$ cat src/rtl/lfsr_offset_finder.sv
// lfsr_offset_finder: loads a seed and feedback polynomial, then advances a
// Fibonacci-style LFSR one shift per clock until its state matches a target
// word. It reports the number of steps taken, or a timeout after MAX_ITER
// compares.
//
// Optional feature: defining LFSR_MATCH_MASK_EN adds the match_mask input.
// The match then only compares the bits that are set in the mask.
//
// Ports
//   clk_72MHz   in   system clock, rising edge
//   reset_n     in   asynchronous active-low reset
//   start       in   start pulse, sampled only while idle
//   abort       in   level, returns the engine to idle from any state
//   polynomial  in   feedback taps, captured at start
//   start_data  in   seed, captured at start
//   target      in   word to search for, captured at start
//   match_mask  in   compare mask, captured at start (LFSR_MATCH_MASK_EN only)
//   busy        out  high while loading and searching
//   done        out  one-cycle pulse when a search ends
//   found       out  1 = match, 0 = timeout; held until the next start
//   offset      out  step index of the match (MAX_ITER on timeout)
//   value       out  current LFSR state
module lfsr_offset_finder #(
  parameter int unsigned WIDTH    = 17,
  parameter int unsigned MAX_ITER = 131071,
  parameter int unsigned CNT_W    = 17
) (
  input  logic             clk_72MHz,
  input  logic             reset_n,
  input  logic             start,
  input  logic             abort,
  input  logic [WIDTH-1:0] polynomial,
  input  logic [WIDTH-1:0] start_data,
  input  logic [WIDTH-1:0] target,
`ifdef LFSR_MATCH_MASK_EN
  input  logic [WIDTH-1:0] match_mask,
`endif
  output logic             busy,
  output logic             done,
  output logic             found,
  output logic [CNT_W-1:0] offset,
  output logic [WIDTH-1:0] value
);

  localparam logic [CNT_W-1:0] LAST_ITER = CNT_W'(MAX_ITER - 1);
  localparam logic [CNT_W-1:0] TIMEOUT   = CNT_W'(MAX_ITER);

  typedef enum logic [1:0] {
    S_IDLE,
    S_LOAD,
    S_SEARCH,
    S_DONE
  } state_t;

  state_t           r_state, w_state_nxt;
  logic [WIDTH-1:0] r_poly, w_poly_nxt;
  logic [WIDTH-1:0] r_seed, w_seed_nxt;
  logic [WIDTH-1:0] r_target, w_target_nxt;
  logic [WIDTH-1:0] r_value, w_value_nxt;
  logic [CNT_W-1:0] r_iter, w_iter_nxt;
  logic [CNT_W-1:0] r_offset, w_offset_nxt;
  logic             r_found, w_found_nxt;
  logic             r_busy, w_busy_nxt;
  logic             r_done, w_done_nxt;
  logic             w_match;
  logic [WIDTH-1:0] w_step;

`ifdef LFSR_MATCH_MASK_EN
  logic [WIDTH-1:0] r_mask, w_mask_nxt;
  assign w_match = ((r_value ^ r_target) & r_mask) == '0;
`else
  assign w_match = (r_value == r_target);
`endif

  // One LFSR shift: move left and feed the parity of the tapped bits into the LSB.
  assign w_step = {r_value[WIDTH-2:0], ^(r_value & r_poly)};

  // Next-state and next-register logic. Abort overrides every transition.
  always_comb begin
    w_state_nxt  = r_state;
    w_poly_nxt   = r_poly;
    w_seed_nxt   = r_seed;
    w_target_nxt = r_target;
    w_value_nxt  = r_value;
    w_iter_nxt   = r_iter;
    w_offset_nxt = r_offset;
    w_found_nxt  = r_found;
    w_done_nxt   = 1'b0;
`ifdef LFSR_MATCH_MASK_EN
    w_mask_nxt   = r_mask;
`endif
    if (abort) begin
      w_state_nxt = S_IDLE;
    end else begin
      unique case (r_state)
        S_IDLE: begin
          if (start) begin
            w_poly_nxt   = polynomial;
            w_seed_nxt   = start_data;
            w_target_nxt = target;
`ifdef LFSR_MATCH_MASK_EN
            w_mask_nxt   = match_mask;
`endif
            w_found_nxt  = 1'b0;
            w_offset_nxt = '0;
            w_state_nxt  = S_LOAD;
          end
        end
        S_LOAD: begin
          w_value_nxt = r_seed;
          w_iter_nxt  = '0;
          w_state_nxt = S_SEARCH;
        end
        S_SEARCH: begin
          if (w_match) begin
            w_found_nxt  = 1'b1;
            w_offset_nxt = r_iter;
            w_state_nxt  = S_DONE;
          end else if (r_iter == LAST_ITER) begin
            w_found_nxt  = 1'b0;
            w_offset_nxt = TIMEOUT;
            w_state_nxt  = S_DONE;
          end else begin
            w_value_nxt = w_step;
            w_iter_nxt  = r_iter + CNT_W'(1);
          end
        end
        S_DONE: begin
          w_done_nxt  = 1'b1;
          w_state_nxt = S_IDLE;
        end
        default: w_state_nxt = S_IDLE;
      endcase
    end
    w_busy_nxt = (w_state_nxt == S_LOAD) || (w_state_nxt == S_SEARCH);
  end

  // State and datapath registers.
  always_ff @(posedge clk_72MHz or negedge reset_n) begin
    if (!reset_n) begin
      r_state  <= S_IDLE;
      r_poly   <= '0;
      r_seed   <= '0;
      r_target <= '0;
      r_value  <= '0;
      r_iter   <= '0;
      r_offset <= '0;
      r_found  <= 1'b0;
      r_busy   <= 1'b0;
      r_done   <= 1'b0;
`ifdef LFSR_MATCH_MASK_EN
      r_mask   <= '0;
`endif
    end else begin
      r_state  <= w_state_nxt;
      r_poly   <= w_poly_nxt;
      r_seed   <= w_seed_nxt;
      r_target <= w_target_nxt;
      r_value  <= w_value_nxt;
      r_iter   <= w_iter_nxt;
      r_offset <= w_offset_nxt;
      r_found  <= w_found_nxt;
      r_busy   <= w_busy_nxt;
      r_done   <= w_done_nxt;
`ifdef LFSR_MATCH_MASK_EN
      r_mask   <= w_mask_nxt;
`endif
    end
  end

  assign busy   = r_busy;
  assign done   = r_done;
  assign found  = r_found;
  assign offset = r_offset;
  assign value  = r_value;

endmodule

$ cat config.mk
export PLATFORM = sky130hd
export DESIGN_NAME = lfsr_offset_finder
export DESIGN_NICKNAME = d
export VERILOG_FILES = /design/src/rtl/lfsr_offset_finder.sv
export SDC_FILE = /design/constraint.sdc
export NUM_CORES = 1
export LEC_CHECK = 0
export ABC_CLOCK_PERIOD_IN_PS = 4650
export BUFFER_PORTS_ARGS = -buffer_cell sky130_fd_sc_hd__buf_2
export CAP_MARGIN = 10
export CORE_UTILIZATION = 40
export CTS_BUF_LIST = sky130_fd_sc_hd__clkbuf_2
export DETAILED_ROUTE_END_ITERATION = 10
export PLACE_DENSITY_LB_ADDON = 0.1
export SYNTH_ARGS = -nofsm -noshare
export SYNTH_HDL_FRONTEND = slang
export SYNTH_SLANG_ARGS = --single-unit
$ cat constraint.sdc
create_clock -name clk_72MHz -period 4.65 [get_ports clk_72MHz]
set_clock_uncertainty 0.15 [all_clocks]
set_input_delay 0.93 -clock clk_72MHz [delete_from_list [all_inputs] [get_ports clk_72MHz]]
set_output_delay 0.93 -clock clk_72MHz [all_outputs]
set_load 0.02 [all_outputs]
Yosys cells after proc, flatten, opt, wreduce, memory -nomap -nowiden --
Cells that the tools add are included.
Storage, ports and cells: flip-flop bits (word level) 107, input bits 55, output and inout port bits 37, word-level logic and storage cells 53
Operators by class: add/subtract/negate cells 1, equality and inequality tests 11, muxes and demuxes 21, bitwise logic cells 2, reductions and logical operators 8
Operators with widths (number):
- $mux 17 | 7
- $pmux 17 s2 | 3
- $add 17x1->17 const B | 1
- $and 17x17->17 | 1
- $eq 17x17->1 | 1
- $eq 17x17->1 const B | 1
- $reduce_xor 17->1 | 1
- $mux 2 | 4
- $pmux 2 s4 | 1
- $reduce_and 4->1 | 2
- $eq 2x2->1 const B | 3
- $ne 2x2->1 const B | 3
- $mux 1 | 5
- $eq 2x1->1 const B | 2
- $reduce_bool 2->1 | 2
- $ne 3x3->1 const B | 1
- $reduce_and 3->1 | 1
- $logic_not 2->1 | 1
- $pmux 1 s2 | 1
- $logic_or 1x1->1 | 1
- $not 1->1 | 1

Depth between registers and ports, before layout --
Gate-level depths: netlist (run 1).
depth after elaboration 7, gate-level depth with buffers 11, depth with buffers taken out 8

Worst setup path before layout (run 1) --
OpenSTA, ideal clock, no wires.
path kind register to register, from register r_state[0], to register r_offset[5], in the netlist offset[5], library setup time 0.121 ns, data arrival time 2.290 ns, data required time 4.379 ns, path slack 2.089 ns, stages on the path, launching flop included 12, path buffers 4, clock period less this slack 2.561 ns, path through dfrtp_1 -> inv_1 -> ha_1 -> clkbuf_1 -> nand3_1 -> or4_1 -> buf_2 -> a311o_1 -> buf_6 -> buf_6 -> nand2_1 -> o21ai_2
On the way: longest elaborated chain between the ends 3, elaborated cells on any way between the ends 7, those cells by class 3 x eq/ne; 1 x mux; 3 x reduce/logical
Ends and longest elaborated chain:
- from (decl) | line 55 | state_t r_state, w_state_nxt;
- from (signal assigned) | line 155 | r_state <= w_state_nxt;
- $eq 2x2->1 / $logic_not 2->1 (equally long branches) | line 95 | unique case (r_state)
- $ne 3x3->1 (no source line), or another cell as far along
- $reduce_and 4->1 (no source line)
- to (signal assigned) | line 161 | r_offset <= w_offset_nxt;
- to (decl) | line 61 | logic [CNT_W-1:0] r_offset, w_offset_nxt;
Parallel ways exist; a longest one is shown, timed or not. A chain may end at the register's enable or synchronous reset.

Worst setup path after layout (run 1) --
from register r_state[0], to register r_iter[16]
On the way: longest elaborated chain between the ends 3, elaborated cells on any way between the ends 7, those cells by class 4 x eq/ne; 1 x mux; 2 x reduce/logical
Ends and longest elaborated chain:
- $eq 2x2->1 / $eq 2x1->1 (equally long branches) | line 95
- $ne 2x2->1 (no source line) / $reduce_bool 2->1 (equally long branches)
- $reduce_and 4->1 (no source line)
- to (signal assigned) | line 160 | r_iter <= w_iter_nxt;
- to (decl) | line 60 | logic [CNT_W-1:0] r_iter, w_iter_nxt;
Parallel ways exist; a longest one is shown, timed or not.

==> impl_results.md, run 1 <==
* HPWL Detailed at 7.586 mm
* # IOs at 92
* Worst slew pin tran at 945.3 ps
* Routed wire length at 10.51 mm
* NumNets Final at 595
* Gr usage total at 0.1779
* Post-synth EDFFs at 0
* Synth cell types at 38
* Fin. max-slew vios at 0
* Leak Pwr at 2.604 nW
* Clock root buffer: clkbuf_2
* Hold Fails Final Rpt at 0
* Setup crit end kind: flop
* Synth Area in Simple Gates at 0.1252
* Final Cycle Share at 0.7495
* Mean area per synthesized cell at 11.22 um^2
* Die Ht at 114.2 um
* Worst EP arrival at 3840 ps
* Status: finished, final reports clean
* Placeable Area at 0.01216 mm^2
* Number of buffers created by CTS at 9
* Synth Area in Adders at 0.01490
* Synthesized cell area at 0.005039 mm^2
* Number of synthesized register bits at 107
* Synth Area in Compound Gates at 0.07028
* First-pass DRT Iterations at 4
* RR Startpoint: r_state[0]$_DFF_PN0_
* Final Core Density at 0.4724
* CTS clock-pin slew for the worst setup and hold paths at 270 ps
* Via Count at 3447
* Setup WS post-layout at 1165 ps
* Full die area at 0.01305 mm^2
* IR drop worst, VDD at 0.0002738 V
* Synth Area in XOR/XNOR at 0.07748
* Final setup viols at 0
* Highest net fanout along the worst path at 44
* Die X at 114.2 um
* First-pass GRT wire length at 17.77 mm
* Routed len/inst at 14.85 um
* Slowest-stage cell, CP: ha_2
* Most frequent cells in the layout: dfrtp_1, buf_2, nand2_1
* CTS resizes at 0
* Layout fillers at 1196
* Required time worst endpoint at 5010 ps
* Maxcap violations at 0
* P per Cell Area at 628.5 mW/mm^2
* Clk sinks at 107
* Primary FF master, synth: dfrtp_1
* RSZ-0062 raised after global routing: no
* Clk_lat worst skew at 600 ps
* Initial antenna violation count at 0
* DR iter-0 viols at 142
* CP Class: reg -> reg
* Synth top area share at 0.5314
* Worst slew margin at 0.3698
* Share of post-route cells with drive strength above 1 at 0.3284
* Hold buffer count at cts at 0
* Worst path max stage delay at 820 ps
* Maximum clock path buffer count at 2
* Drt via density at 4.869
* Setup TNS at 0 ps
* Site Rows at 40
* Commonest non-fill, non-tap cell in the layout: dfrtp_1
* Pre-CTS WS at 1136 ps
* Fin crit period at 3485 ps
* Worst min-delay path category: in -> async
* Yosys top cell by area: dfrtp_1
* Congestion Overflow GR at 0
* Area contributors post-synth: dfrtp_1, mux2_2, xnor2_1
* Mux contribution to synthesized area at 0.1537
* RePlAce Congestion at 0.7685
* Mapped Nets at 510
* Mapped Cells at 449
* TritonCTS clock tree: yes
* Htree depth at 3
* Antenna Violating Nets Remaining at 0
* Synth warnings at 0
* Min Hold Slack at 66.52 ps
* Fmax achieved at 286.9 MHz
* Pin count of the biggest net entering global routing at 52
* Crit path launch: r_state[0]$_DFF_PN0_
* Startpoint Class: flop
* Register area share after synthesis at 0.5314
* Starting Density at 0.4143
* Area Overhead vs Synth at 14.03%
* Port buffer count at 91
* Post-synthesis async set-or-reset flop share at 1.000
* Crit path cell chain: inv_1 -> ha_2 -> nand3_1 -> or4_1 -> nand3_1 -> buf_4 -> nor4_1 -> mux2i_1
* Main combinational cell family by area after synthesis: multiplexers
* Vias in the first global route at 3646
* Setup Buffers After CTS at 0
* Most Frequent Cell on Critical Path: nand3_1
* Residual DRC at 0
-- flip-flops by register name, summed over array words and instances, names as in the netlist, 2 cells and up --
signal and cells:
r_target 17, r_seed 17, r_poly 17, r_iter 17, value 17, r_state 2
offset 17
-- power breakdown --
group / leakage [nW] / internal (mW) / switching, mW
logic: 1.19 / 0.769 / 0.805
clock network: 0.0693 / 0.123 / 0.308
registers: 1.35 / 1.30 / 0.305
total: 2.60 / 2.19 / 1.42
-- Yosys cell counts, types with 5 or more instances --
master	number
dfrtp_1	107
nand2_1	67
mux2_2	51
o21ai_0	37
xnor2_1	33
nor2_1	22
mux2i_1	20
nand3_1	13
clkbuf_1	12
o21ai_2	11
xor2_1	9
nand4_1	8
o21ai_1	7
ha_1	6
inv_1	5
nor4_1	5
-- worst max-delay path: cells and delay by family (launching register included) --
| family | cells | cell delay (ps) |
|---|---|---|
| flops | 1 | 480 |
| mux | 1 | 120 |
| buf+inv | 2 | 430 |
| fa+ha+maj | 1 | 820 |
| simple gates | 4 | 1380 |
-- worst paths after layout --
kind	endpoint	slack (ps)	depth (start not counted)
max	r_iter[16]$_DFFE_PN0P_	1160	8
min	offset[1]$_DFFE_PN0P_	70	1
max reg2reg	r_iter[16]$_DFFE_PN0P_	1160	8
min reg2reg	offset[5]$_DFFE_PN0P_	360	2
max in group asynchronous	r_seed[16]$_DFFE_PN0P_	3410	2
min in group clk_72MHz	offset[5]$_DFFE_PN0P_	360	2
-- final cells by class --
class	instances	area [um^2]	share of cell area
Tap cell	168	210.2	0.03659
Timing Repair Buffer	96	495.5	0.08624
Sequential cell	107	2678	0.4660
Clock inverter	7	68.82	0.01198
Multi-Input combinational cell	315	2227	0.3876
Inverter	5	18.77	0.003267
Clock buffer	9	45.04	0.007840
Antenna cell	1	2.502	0.0004355
-- stage by stage --
step	std cells	instance area, um^2	total power, mW
3_5_place_dp	691	5629	3.248
3_3_place_gp	691	5629	3.209
4_1_cts	707	5743	3.687
2_1_floorplan	449	5039	2.806
6_report	708	5746	3.611
5_1_grt	707	5743	3.909
-- cell families after synthesis --
kind of cell | Yosys count
simple gates | 135
compound gates | 60
fa+ha+maj | 6
flops | 107
xor+xnor | 43
buf+inv | 27
mux | 71
-- layer usage --
layer / vias to the layer above / part of all wire / global-route usage
met2: 69 / 0.49 / 0.3034
met5: - / 0 / 0
met1: 1644 / 0.45 / 0.2160
li1: 1720 / - / -
met4: 0 / 0.019 / 0.07792
met3: 14 / 0.042 / 0.03970
Note: power is estimated with default switching activity, not from simulation.
==> inputs of run 2 (changes only) <==
ABC_CLOCK_PERIOD_IN_PS = 2800   (was 4650)
clock period = 2.8 ns   (was 4.65 ns; I/O delays follow)
==> run 2 against run 1 <==
Via count is 7.5% higher. Combinational power is 79% higher. Hold slack better by 190 ps. Register-to-register slack worse by 980 ps. Total power is 70% higher. Critical endpoint is now offset[7]$_DFFE_PN0P_. Largest cell class unchanged. Highest routed layer unchanged.
==> impl_results.md, run 2 (synthesis gave the netlist of run 1 again) <==
* RePlAce Congestion at 0.8160
* First-pass DRT Iterations at 5
* P per Cell Area at 964.6 mW/mm^2
* Fmax achieved at 382.7 MHz
* NumNets Final at 657
* Port buffer count at 91
* Hold Fails Final Rpt at 0
* Pin count of the biggest net entering global routing at 52
* Maximum clock path buffer count at 2
* Setup TNS at 0 ps
* Site Rows at 40
* Routed len/inst at 14.62 um
* Post-route cell area at 0.006377 mm^2
* CTS clock-pin slew for the worst setup and hold paths at 290 ps
* Placed cell areas at 0.005734 mm^2
* Antenna Violating Nets Remaining at 0
* TritonCTS clock tree: yes
* Min Hold Slack at 255.1 ps
* Drt via density at 4.819
* Gr usage total at 0.1923
* Clock root buffer: clkbuf_2
* Worst EP arrival at 2980 ps
* Full die area at 0.01305 mm^2
* Worst slew margin at 0.6560
* Die X at 114.2 um
* Final setup viols at 0
* Clk sinks at 107
* Setup Buffers After CTS at 0
* Residual DRC at 0
* Dpl cells at 700
* Finished Layout Cells at 769
* Initial antenna violation count at 1
* HPWL Detailed at 7.831 mm
* Placeable Area at 0.01216 mm^2
* Die Ht at 114.2 um
* Starting Density at 0.4143
* Hold buffer count at cts at 53
* Number of buffers created by CTS at 9
* Final Cycle Share at 0.9333
* RSZ-0062 raised after global routing: no
* Area Overhead vs Synth at 26.57%
* Setup crit end kind: flop
* Leak Pwr at 2.887 nW
* Startpoint Class: flop
* Htree depth at 3
* Worst min-delay path category: in -> async
* Fin crit period at 2613 ps
* CTS resizes at 0
* First-pass GRT wire length at 19.07 mm
* Congestion Overflow GR at 0
* Status: finished, final reports clean
* Routed wire length at 11.25 mm
* Required time worst endpoint at 3160 ps
* Share of post-route cells with drive strength above 1 at 0.3083
* Commonest non-fill, non-tap cell in the layout: dfrtp_1
* IR drop worst, VDD at 0.0004985 V
* Worst slew pin tran at 515.9 ps
* DR iter-0 viols at 98
* Vias in the first global route at 3864
* Clk_lat worst skew at 620 ps
* Highest net fanout along the worst path at 36
* Maxcap violations at 0
* Via Count at 3706
* Fin. max-slew vios at 0
* CP Class: reg -> reg
* Total power at 6.151 mW
* # IOs at 92
* Most frequent cells in the layout: dfrtp_1, buf_2, nand2_1
* Layout fillers at 1138
-- run 2: changes by cell type in the layout (fill, tap and decap cells not counted), moves of 2 or more --
cell	before	now
buf_12	0	3
buf_4	6	12
dlygate4sd3_1	0	53
inv_6	0	2
-- run 2: path summary, 6_finish.rpt --
| check | depth (start not counted) | end | slack [ps] | start |
|---|---|---|---|---|
| max | 8 | offset[7]$_DFFE_PN0P_ | 190 | r_state[0]$_DFF_PN0_ |
| min | 2 | r_target[10]$_DFFE_PN0P_ | 260 | reset_n |
| max reg2reg | 8 | offset[7]$_DFFE_PN0P_ | 190 | r_state[0]$_DFF_PN0_ |
| min reg2reg | 2 | offset[15]$_DFFE_PN0P_ | 360 | offset[15]$_DFFE_PN0P_ |
| max in group asynchronous | 3 | r_target[7]$_DFFE_PN0P_ | 1620 | reset_n |
| min in group clk_72MHz | 2 | offset[15]$_DFFE_PN0P_ | 360 | offset[15]$_DFFE_PN0P_ |
-- run 2: cell type report --
cell class,count,area (um^2),area share
flip-flops and latches,107,2678,0.4199
multi-input cells,315,2227,0.3492
repair buffers,158,1131,0.1774
well taps,168,210.2,0.03296
clock inverters,6,65.06,0.01020
clock buffers,9,45.04,0.007063
inverters,5,18.77,0.002943
diodes,1,2.502,0.0003924
-- run 2: worst max-delay path, stage by stage (launching register included) --
cell and delay, ps:
dfrtp_1 490, inv_1 100, ha_2 180, nand3_1 80
or4_1 670, a311o_1 410, buf_4 260, nand2_1 130
o21ai_2 50
-- run 2: metrics by stage --
stage                     setup WS (ps)    util
after floorplan                   239.5       -
after global routing              22.07  0.5244
after detailed placement          197.3  0.4715
after global placement            237.0  0.4715
after CTS                         147.0  0.5242
final                             186.7  0.5244
-- run 2: report_power, final --
part	switching, mW	total (mW)	internal [mW]
clock	0.511	0.716	0.206
combinational	1.43	2.81	1.38
sequential	0.464	2.63	2.16
total	2.40	6.15	3.75
-- run 2: layer usage --
metal	up-vias	wire (um)	global-route usage
li1	1840	-	-
met1	1780	4915	0.2265
met2	74	5706	0.3394
met3	12	455	0.05453
met4	0	168	0.05887
met5	-	0	0
